File: src/rtl/gs_pkg.sv
// Shared types and constants for the GoldenSnitch load/store unit.
package gs_pkg;

  typedef enum logic [1:0] {
    StIdle,
    StReq,
    StResp
  } lsu_state_e;

  localparam logic [2:0] LSU_B  = 3'b000;
  localparam logic [2:0] LSU_H  = 3'b001;
  localparam logic [2:0] LSU_W  = 3'b010;
  localparam logic [2:0] LSU_BU = 3'b100;
  localparam logic [2:0] LSU_HU = 3'b101;

  // addr keeps only the byte offset; the word address lives in the dmem_addr register.
  typedef struct packed {
    logic        is_store;
    logic [2:0]  funct3;
    logic [1:0]  addr;
    logic [31:0] wdata;
    logic [4:0]  rd;
  } lsu_op_t;

endpackage

File: src/rtl/gs_lsu_align.sv
// Combinational lane logic: store byte enables/replication/fault check, load extract/extend.
module gs_lsu_align
  import gs_pkg::*;
(
  input  logic        st_is_store_i,
  input  logic [2:0]  st_funct3_i,
  input  logic [1:0]  st_addr_i,
  input  logic [31:0] st_wdata_i,
  output logic [3:0]  st_be_o,
  output logic [31:0] st_wdata_o,
  output logic        st_err_o,
  input  logic [2:0]  ld_funct3_i,
  input  logic [1:0]  ld_addr_i,
  input  logic [31:0] ld_rdata_i,
  output logic [31:0] ld_data_o
);

  logic        misaligned;
  logic        illegal;
  logic [31:0] lane;

  always_comb begin
    st_be_o    = 4'b1111;
    st_wdata_o = st_wdata_i;
    misaligned = 1'b0;
    case (st_funct3_i[1:0])
      2'b00: begin
        st_be_o    = 4'b0001 << st_addr_i;
        st_wdata_o = {4{st_wdata_i[7:0]}};
      end
      2'b01: begin
        st_be_o    = 4'b0011 << st_addr_i;
        st_wdata_o = {2{st_wdata_i[15:0]}};
        misaligned = st_addr_i[0];
      end
      default: begin
        misaligned = |st_addr_i;
      end
    endcase
    if (st_is_store_i) begin
      illegal = st_funct3_i[2];
    end else begin
      illegal = (st_funct3_i == 3'b011) || (st_funct3_i[2:1] == 2'b11);
    end
    st_err_o = misaligned | illegal;
  end

  assign lane = ld_rdata_i >> {ld_addr_i, 3'b000};

  always_comb begin
    ld_data_o = lane;
    case (ld_funct3_i)
      LSU_B:   ld_data_o = {{24{lane[7]}}, lane[7:0]};
      LSU_BU:  ld_data_o = {24'h0, lane[7:0]};
      LSU_H:   ld_data_o = {{16{lane[15]}}, lane[15:0]};
      LSU_HU:  ld_data_o = {16'h0, lane[15:0]};
      default: ld_data_o = lane;
    endcase
  end

endmodule

File: src/rtl/gs_lsu.sv
// Load/store unit: single-outstanding req/gnt/rvalid data bus with registered writeback.
module gs_lsu
  import gs_pkg::*;
#(
  parameter int unsigned ADDR_W = 32
) (
  input  logic              clk,
  input  logic              rst,
  input  logic              ex_valid,
  output logic              ex_ready,
  input  logic              ex_is_store,
  input  logic [2:0]        ex_funct3,
  input  logic [ADDR_W-1:0] ex_addr,
  input  logic [31:0]       ex_wdata,
  input  logic [4:0]        ex_rd_addr,
  output logic              dmem_req,
  input  logic              dmem_gnt,
  output logic [ADDR_W-1:0] dmem_addr,
  output logic              dmem_we,
  output logic [3:0]        dmem_be,
  output logic [31:0]       dmem_wdata,
  input  logic              dmem_rvalid,
  input  logic [31:0]       dmem_rdata,
  output logic              lsu_rd_wen,
  output logic [4:0]        lsu_rd_addr,
  output logic [31:0]       lsu_rd_data,
  output logic              lsu_err
);

  lsu_state_e        state_q, state_d;
  lsu_op_t           op_q, op_d;
  logic              req_q, req_d;
  logic [ADDR_W-1:0] addr_q, addr_d;
  logic [3:0]        be_q, be_d;
  logic              rd_wen_q, rd_wen_d;
  logic [4:0]        rd_addr_q, rd_addr_d;
  logic [31:0]       rd_data_q, rd_data_d;
  logic              err_q, err_d;

  logic [3:0]        st_be;
  logic [31:0]       st_wdata;
  logic              st_err;
  logic [31:0]       ld_data;

  gs_lsu_align u_align (
    .st_is_store_i (ex_is_store),
    .st_funct3_i   (ex_funct3),
    .st_addr_i     (ex_addr[1:0]),
    .st_wdata_i    (ex_wdata),
    .st_be_o       (st_be),
    .st_wdata_o    (st_wdata),
    .st_err_o      (st_err),
    .ld_funct3_i   (op_q.funct3),
    .ld_addr_i     (op_q.addr),
    .ld_rdata_i    (dmem_rdata),
    .ld_data_o     (ld_data)
  );

  always_comb begin
    state_d   = state_q;
    op_d      = op_q;
    req_d     = req_q;
    addr_d    = addr_q;
    be_d      = be_q;
    rd_wen_d  = 1'b0;
    rd_addr_d = rd_addr_q;
    rd_data_d = rd_data_q;
    err_d     = 1'b0;
    unique case (state_q)
      StIdle: begin
        if (ex_valid) begin
          if (st_err) begin
            err_d = 1'b1;
          end else begin
            op_d.is_store = ex_is_store;
            op_d.funct3   = ex_funct3;
            op_d.addr     = ex_addr[1:0];
            op_d.wdata    = st_wdata;
            op_d.rd       = ex_rd_addr;
            req_d         = 1'b1;
            addr_d        = {ex_addr[ADDR_W-1:2], 2'b00};
            be_d          = st_be;
            state_d       = StReq;
          end
        end
      end
      StReq: begin
        if (dmem_gnt) begin
          req_d   = 1'b0;
          state_d = StResp;
        end
      end
      StResp: begin
        if (dmem_rvalid) begin
          state_d = StIdle;
          if (!op_q.is_store) begin
            rd_wen_d  = |op_q.rd;
            rd_addr_d = op_q.rd;
            rd_data_d = ld_data;
          end
        end
      end
      default: state_d = StIdle;
    endcase
  end

  always_ff @(posedge clk) begin
    if (!rst) begin
      state_q   <= StIdle;
      op_q      <= '0;
      req_q     <= 1'b0;
      addr_q    <= '0;
      be_q      <= '0;
      rd_wen_q  <= 1'b0;
      rd_addr_q <= '0;
      rd_data_q <= '0;
      err_q     <= 1'b0;
    end else begin
      state_q   <= state_d;
      op_q      <= op_d;
      req_q     <= req_d;
      addr_q    <= addr_d;
      be_q      <= be_d;
      rd_wen_q  <= rd_wen_d;
      rd_addr_q <= rd_addr_d;
      rd_data_q <= rd_data_d;
      err_q     <= err_d;
    end
  end

  assign ex_ready    = (state_q == StIdle);
  assign dmem_req    = req_q;
  assign dmem_addr   = addr_q;
  assign dmem_we     = op_q.is_store;
  assign dmem_be     = be_q;
  assign dmem_wdata  = op_q.wdata;
  assign lsu_rd_wen  = rd_wen_q;
  assign lsu_rd_addr = rd_addr_q;
  assign lsu_rd_data = rd_data_q;
  assign lsu_err     = err_q;

endmodule

File: config.mk
export PLATFORM = sky130hd
export DESIGN_NAME = gs_lsu
export DESIGN_NICKNAME = d
export VERILOG_FILES = /design/src/rtl/gs_pkg.sv /design/src/rtl/gs_lsu_align.sv /design/src/rtl/gs_lsu.sv
export SDC_FILE = /design/constraint.sdc
export NUM_CORES = 1
export LEC_CHECK = 0
export ABC_AREA = 1
export CORE_AREA = 2 2 90 157
export DETAILED_ROUTE_END_ITERATION = 10
export DIE_AREA = 0 0 92 159
export HOLD_SLACK_MARGIN = 0.1
export PLACE_DENSITY_LB_ADDON = 0.05
export SETUP_SLACK_MARGIN = 0.1
export SLEW_MARGIN = 20
export SYNTH_ARGS = -nofsm -noshare
export SYNTH_HDL_FRONTEND = slang
export SYNTH_SLANG_ARGS = --single-unit
export TNS_END_PERCENT = 30
File: constraint.sdc
create_clock -name clk -period 2 [get_ports clk]
set_clock_uncertainty 0.2 [all_clocks]
set_input_delay 0.2 -clock clk [delete_from_list [all_inputs] [get_ports clk]]
set_output_delay 0.2 -clock clk [all_outputs]
set_load 0.02 [all_outputs]
-- After elaboration in Yosys (flattened, before gate mapping)
Index checks and enable logic that the tools add are counted.
Widths: inputs -> output; s select.
- flip-flop bits (word level): 119
- latch bits: 0
- bits in writable memories: 0
- bits in read-only memories: 0
- output and inout port bits: 110
- memories: 0
- add/sub/neg operators: 0
- multipliers: 0
- div/mod/pow operators: 0
- $lt $le $gt $ge: 0
- equal/unequal tests: 12
- shifts and indexed selects: 3
- multiplexer cells: 15
- bitwise operators: 6
- reductions and logical operators: 13
- operator list (operator ; count):
    $pmux 32 s4 ; 1
    $pmux 32 s2 ; 1
    $shr 32x5->32 ; 1
    $reduce_and 3->1 ; 3
    $mux 2 ; 4
    $ne 2x2->1 const B ; 4
    $pmux 4 s2 ; 1
    $reduce_and 4->1 ; 2
    $eq 3x3->1 const B ; 2
    $pmux 2 s3 ; 1
    $mux 1 ; 5
    $not 1->1 ; 5
    $reduce_or 5->1 ; 1
    $eq 2x1->1 const B ; 2
    $eq 2x2->1 const B ; 2
    $logic_not 2->1 ; 2
    $pmux 1 s2 ; 2
    $reduce_or 4->1 ; 1
    $shl 1x2->4 const A ; 1
    $shl 2x2->4 const A ; 1
    $eq 3x1->1 const B ; 1
    $eq 3x2->1 const B ; 1
    $logic_not 3->1 ; 1
    $reduce_bool 2->1 ; 1
    3 further kinds ; 3

-- Longest topological paths before layout
- depth after elaboration: 7
- mapped depth: 10

-- Cells and area by module
A second synthesis with hierarchy kept.
- cells, all modules: 1071
- area, all modules: 6850.3 µm²
- by module, submodules not included (module ; instances ; cells an instance ; area an instance (µm²)):
    gs_lsu ; 1 ; 811 ; 5529.1
    gs_lsu_align ; 1 ; 260 ; 1321.3

-- Worst setup path after synthesis
Ideal clock, no wire load.
- path type: register to register
- start: register op_q[37] in the netlist's numbering
- end: register rd_data_q[24], in the netlist lsu_rd_data[24]
- arrival: 1.278 ns
- required time: 1.691 ns
- path slack: 0.413 ns
- cell stages (with the launch flop): 9
- buffers on the path: 2
- period minus slack after synthesis: 1.587 ns
- path through: dfxtp_1 buf_2 o21ai_0 o21ai_1 nand2_1 clkbuf_1 nand3_1 nand2_1 inv_1
- longest elaborated chain between the ends: 2
- ends and longest elaborated chain (what ; line ; text):
    start, declared ; gs_lsu.sv:31 ; lsu_op_t op_q, op_d;
    start signal, assigned ; gs_lsu.sv:120 ; op_q <= op_d;
    $shr 32x5->32 ; gs_lsu_align.sv:48 ; assign lane = ld_rdata_i >> {ld_addr_i, 3'b000};
    $pmux 32 s4 ; gs_lsu_align.sv:52 ; case (ld_funct3_i)
    end signal, assigned ; gs_lsu.sv:126 ; rd_data_q <= rd_data_d;
    end, declared ; gs_lsu.sv:37 ; logic [31:0] rd_data_q, rd_data_d;
No other way between the ends.
A chain may end at the register's enable or synchronous reset.

-- Final worst setup path
- start: register op_q (netlist bit dmem_we)
- end: output dmem_we
- RTL lines (what ; line ; text):
    end, declared ; gs_lsu.sv:19 ; output logic dmem_we,
No word-level cell between the ends.

==> impl_metrics.ini <==
[clock_network]
h-tree-depth = 4
numCtsBuffers = 17
ctsHoldBuffers = 0
cts_tree = yes
cts_buffer_depth = 2
clock_sinks = 119
clkTransAtPathRegs_ns = 0.06
clkLatencyLatePin_ns = 0.41
post_cts_buffers = 0
cts_root_buffer = clkbuf_16

[critical_path]
r2r_cells = 9
reg2reg_from = op_q[37]
start_kind = register
r2r-end = lsu_rd_data[10]
critPathSlowestCell = clkdlybuf4s50_1
crit_fanout = 3
cp-startpoint = dmem_we
critPathKind = reg -> out
crit_buf_inv = 1
end_kind = output pin
cp_top_family = buffers and inverters
critical-path-max-stage-delay_ns = 0.65
cp_cell_sequence = clkdlybuf4s50_1
r2r_slack_ns = 0.32
worstPathArrival_ns = 1.41
required_ns = 1.60

[synthesis]
yosysSeqAreaShare = 0.4148
synth_edf_count = 0
synth_ff_type = dfxtp_1
synthDistinctLibCells = 20
avgSynthCellArea_sq_um = 6.578
ys_async_sr_fraction = 0
ys_seq_elements = 119
ys_warn_count = 0
syn_area_sq_um = 5743
synth_cells = 873

[route]
drc = 0
routedWlPerCell_um = 14.36
wl_met2_um = 9543
m1WireLength_um = 6519
viasPerCell = 4.874
first_iter_violations = 214
top_layer_used = met4
finalWirelength_um = 17730
via_count = 6015
met3WireLength_um = 1068
drt_first_pass_iters = 5
ant_nets = 0

[sta]
slew_headroom = 0.6469
max_freq_mhz = 553.8
period_share = 0.9029
slew_violations = 0
hold_violations = 0
fin_crit_ns = 1.806
rsz0062_at_grt = false
whs_ns = 0.1652
finalSetupViolCount = 0
tightest_slew_ns = 0.5283
tns_ns = 0

[pwr]
swShare = 0.2673
intPower_mw = 4.835
p_per_area_nw_per_um2 = 772.9
seq_power_share = 0.380
p_total_mw = 6.599
p_comb_frac = 0.163
p_leak_nw = 3.518
p_clk_frac = 0.457
peakVddDrop_uv = 499.5
p_sw_mw = 1.764

[global_route]
grt_max_degree = 43
grt_pass1_vias = 5710
grt.total_usage = 0.2433
antenna_found_initial = 0
overflow = 0
grt_pass1_wl_um = 28410

[finish]
antenna_cells = 0
multi_input_area_sq_um = 2591
drive_gt1_frac = 0.06604
syn_to_final_growth_pct = 48.67
layout.area.seq_sq_um = 2382
fin_util = 0.6414
nets = 1158
fillers = 1234

[placement]
dp_hpwl_um = 12930
gp_congestion = 0.8555
port-buffer-count = 217

[min_path]
hp-start = ex_addr[6]
whs_path_depth = 3
hp-class = in -> reg
worstHoldEndpoint = dmem_addr[6]

[die]
rows = 56
fp.dieArea_sq_um = 14630
start_util = 0.4314
die_h_um = 159
die_w_um = 92
io_pins = 220
fp.coreArea_sq_um = 13310

[status]
status = finished clean

[job]
cap_violations = 0
## power by group through the flow
stage | combinational (mW) | sequential (mW) | clock (mW)
final | 1.08 | 2.51 | 3.02
after CTS | 1.08 | 2.51 | 3.07
after global placement | 1.07 | 2.56 | 0
after global routing | 1.17 | 2.52 | 3.19
after detailed placement | 1.08 | 2.56 | 0
after floorplan | 0.515 | 2.60 | 0
## cells in the final DEF (no fill, tap or decap)
master | Yosys | layout
a21o_1 | 1 | 1
a21oi_1 | 103 | 103
buf_12 | 0 | 6
buf_4 | 38 | 23
buf_6 | 0 | 1
bufinv_16 | 0 | 2
clkbuf_16 | 0 | 17
clkbuf_8 | 0 | 1
clkdlybuf4s50_1 | 0 | 216
clkinv_2 | 0 | 1
clkinv_4 | 0 | 4
clkinvlp_4 | 0 | 4
conb_1 | 1 | 2
dfxtp_1 | 119 | 119
dlygate4sd2_1 | 0 | 1
inv_1 | 73 | 72
inv_2 | 3 | 4
inv_6 | 0 | 2
nand2_1 | 205 | 204
nand2_2 | 1 | 2
nand3_1 | 92 | 91
nand3_4 | 0 | 1
nand4_1 | 3 | 3
nor2_1 | 115 | 115
nor2_4 | 0 | 2
nor3_1 | 1 | 1
nor4_1 | 1 | 1
o211ai_1 | 8 | 8
o21ai_0 | 52 | 52
o21ai_1 | 1 | 1
## per-stage QoR
stage | std cells | cell area [sq um] | setup WS [ns]
after floorplan | 874 | 5747 | 0.4126
after global placement | 1203 | 7946 | 0.01290
after detailed placement | 1203 | 7946 | -0.003209
after CTS | 1234 | 8532 | 0.09874
after global routing | 1234 | 8538 | 0.1495
final | 1234 | 8538 | 0.1942
## worst max-delay path by stage
| stage | cells past startpoint | slack (ns) | to |
|---|---|---|---|
| 3_3_place_gp | 7 | 0.01 | dmem_wdata[12] |
| 5_1_grt | 1 | 0.15 | dmem_be[3] |
| 6_report | 1 | 0.19 | dmem_we |
| 2_1_floorplan | 8 | 0.41 | lsu_rd_data[24] |
| 4_1_cts | 7 | 0.1 | lsu_rd_data[19] |
| 3_5_place_dp | 7 | -0.003 | dmem_wdata[12] |
## registers in the layout, summed over array words and instances (netlist names)
register and cells:
dmem_wdata 32, lsu_rd_data 32, dmem_addr 30, op_q 10
lsu_rd_addr 5, dmem_be 4, state_q 2, dmem_req 1
dmem_we 1, lsu_err 1, lsu_rd_wen 1
## synthesized netlist by cell type (2+ instances only)
cell type / instances / area, sq um
nand2_1: 205 / 769.5
dfxtp_1: 119 / 2382
nor2_1: 115 / 431.7
a21oi_1: 103 / 515.5
nand3_1: 92 / 460.4
inv_1: 73 / 274.0
o21ai_0: 52 / 260.3
buf_4: 38 / 285.3
clkbuf_1: 34 / 127.6
buf_2: 20 / 100.1
o211ai_1: 8 / 60.06
inv_2: 3 / 11.26
nand4_1: 3 / 18.77
nor2_2: 2 / 12.51
## layout make-up
type,instances,area share
Tap cell,174,0.02550
Inverter,76,0.03341
Sequential cell,119,0.2790
Clock buffer,18,0.05144
Multi-Input combinational cell,587,0.3035
Clock inverter,13,0.01729
Timing Repair Buffer,247,0.2899
## per-layer routing
| metal | vias up | track usage |
|---|---|---|
| li1 | 3116 | - |
| met1 | 2663 | 0.2566 |
| met2 | 199 | 0.4499 |
| met3 | 37 | 0.05963 |
| met4 | 0 | 0.1045 |
| met5 | - | 0 |
## logic make-up (layout without fill, tap and decap cells)
logic type | after synthesis | count (layout) | synth area share
DFF | 119 | 119 | 0.4148
AOI/OAI and AO/OA | 165 | 165 | 0.1477
buffers and inverters | 168 | 354 | 0.1390
and+or+nand+nor | 420 | 420 | 0.2978
other | 1 | 2 | 0.0006530
## what timing repair did
action	4_1_cts	5_1_grt
endpoints found under the setup margin	2	17
gates cloned	0	0
hold endpoints to repair	0	0
gates resized for setup	1	3
Power figures use the tool's default switching activity.
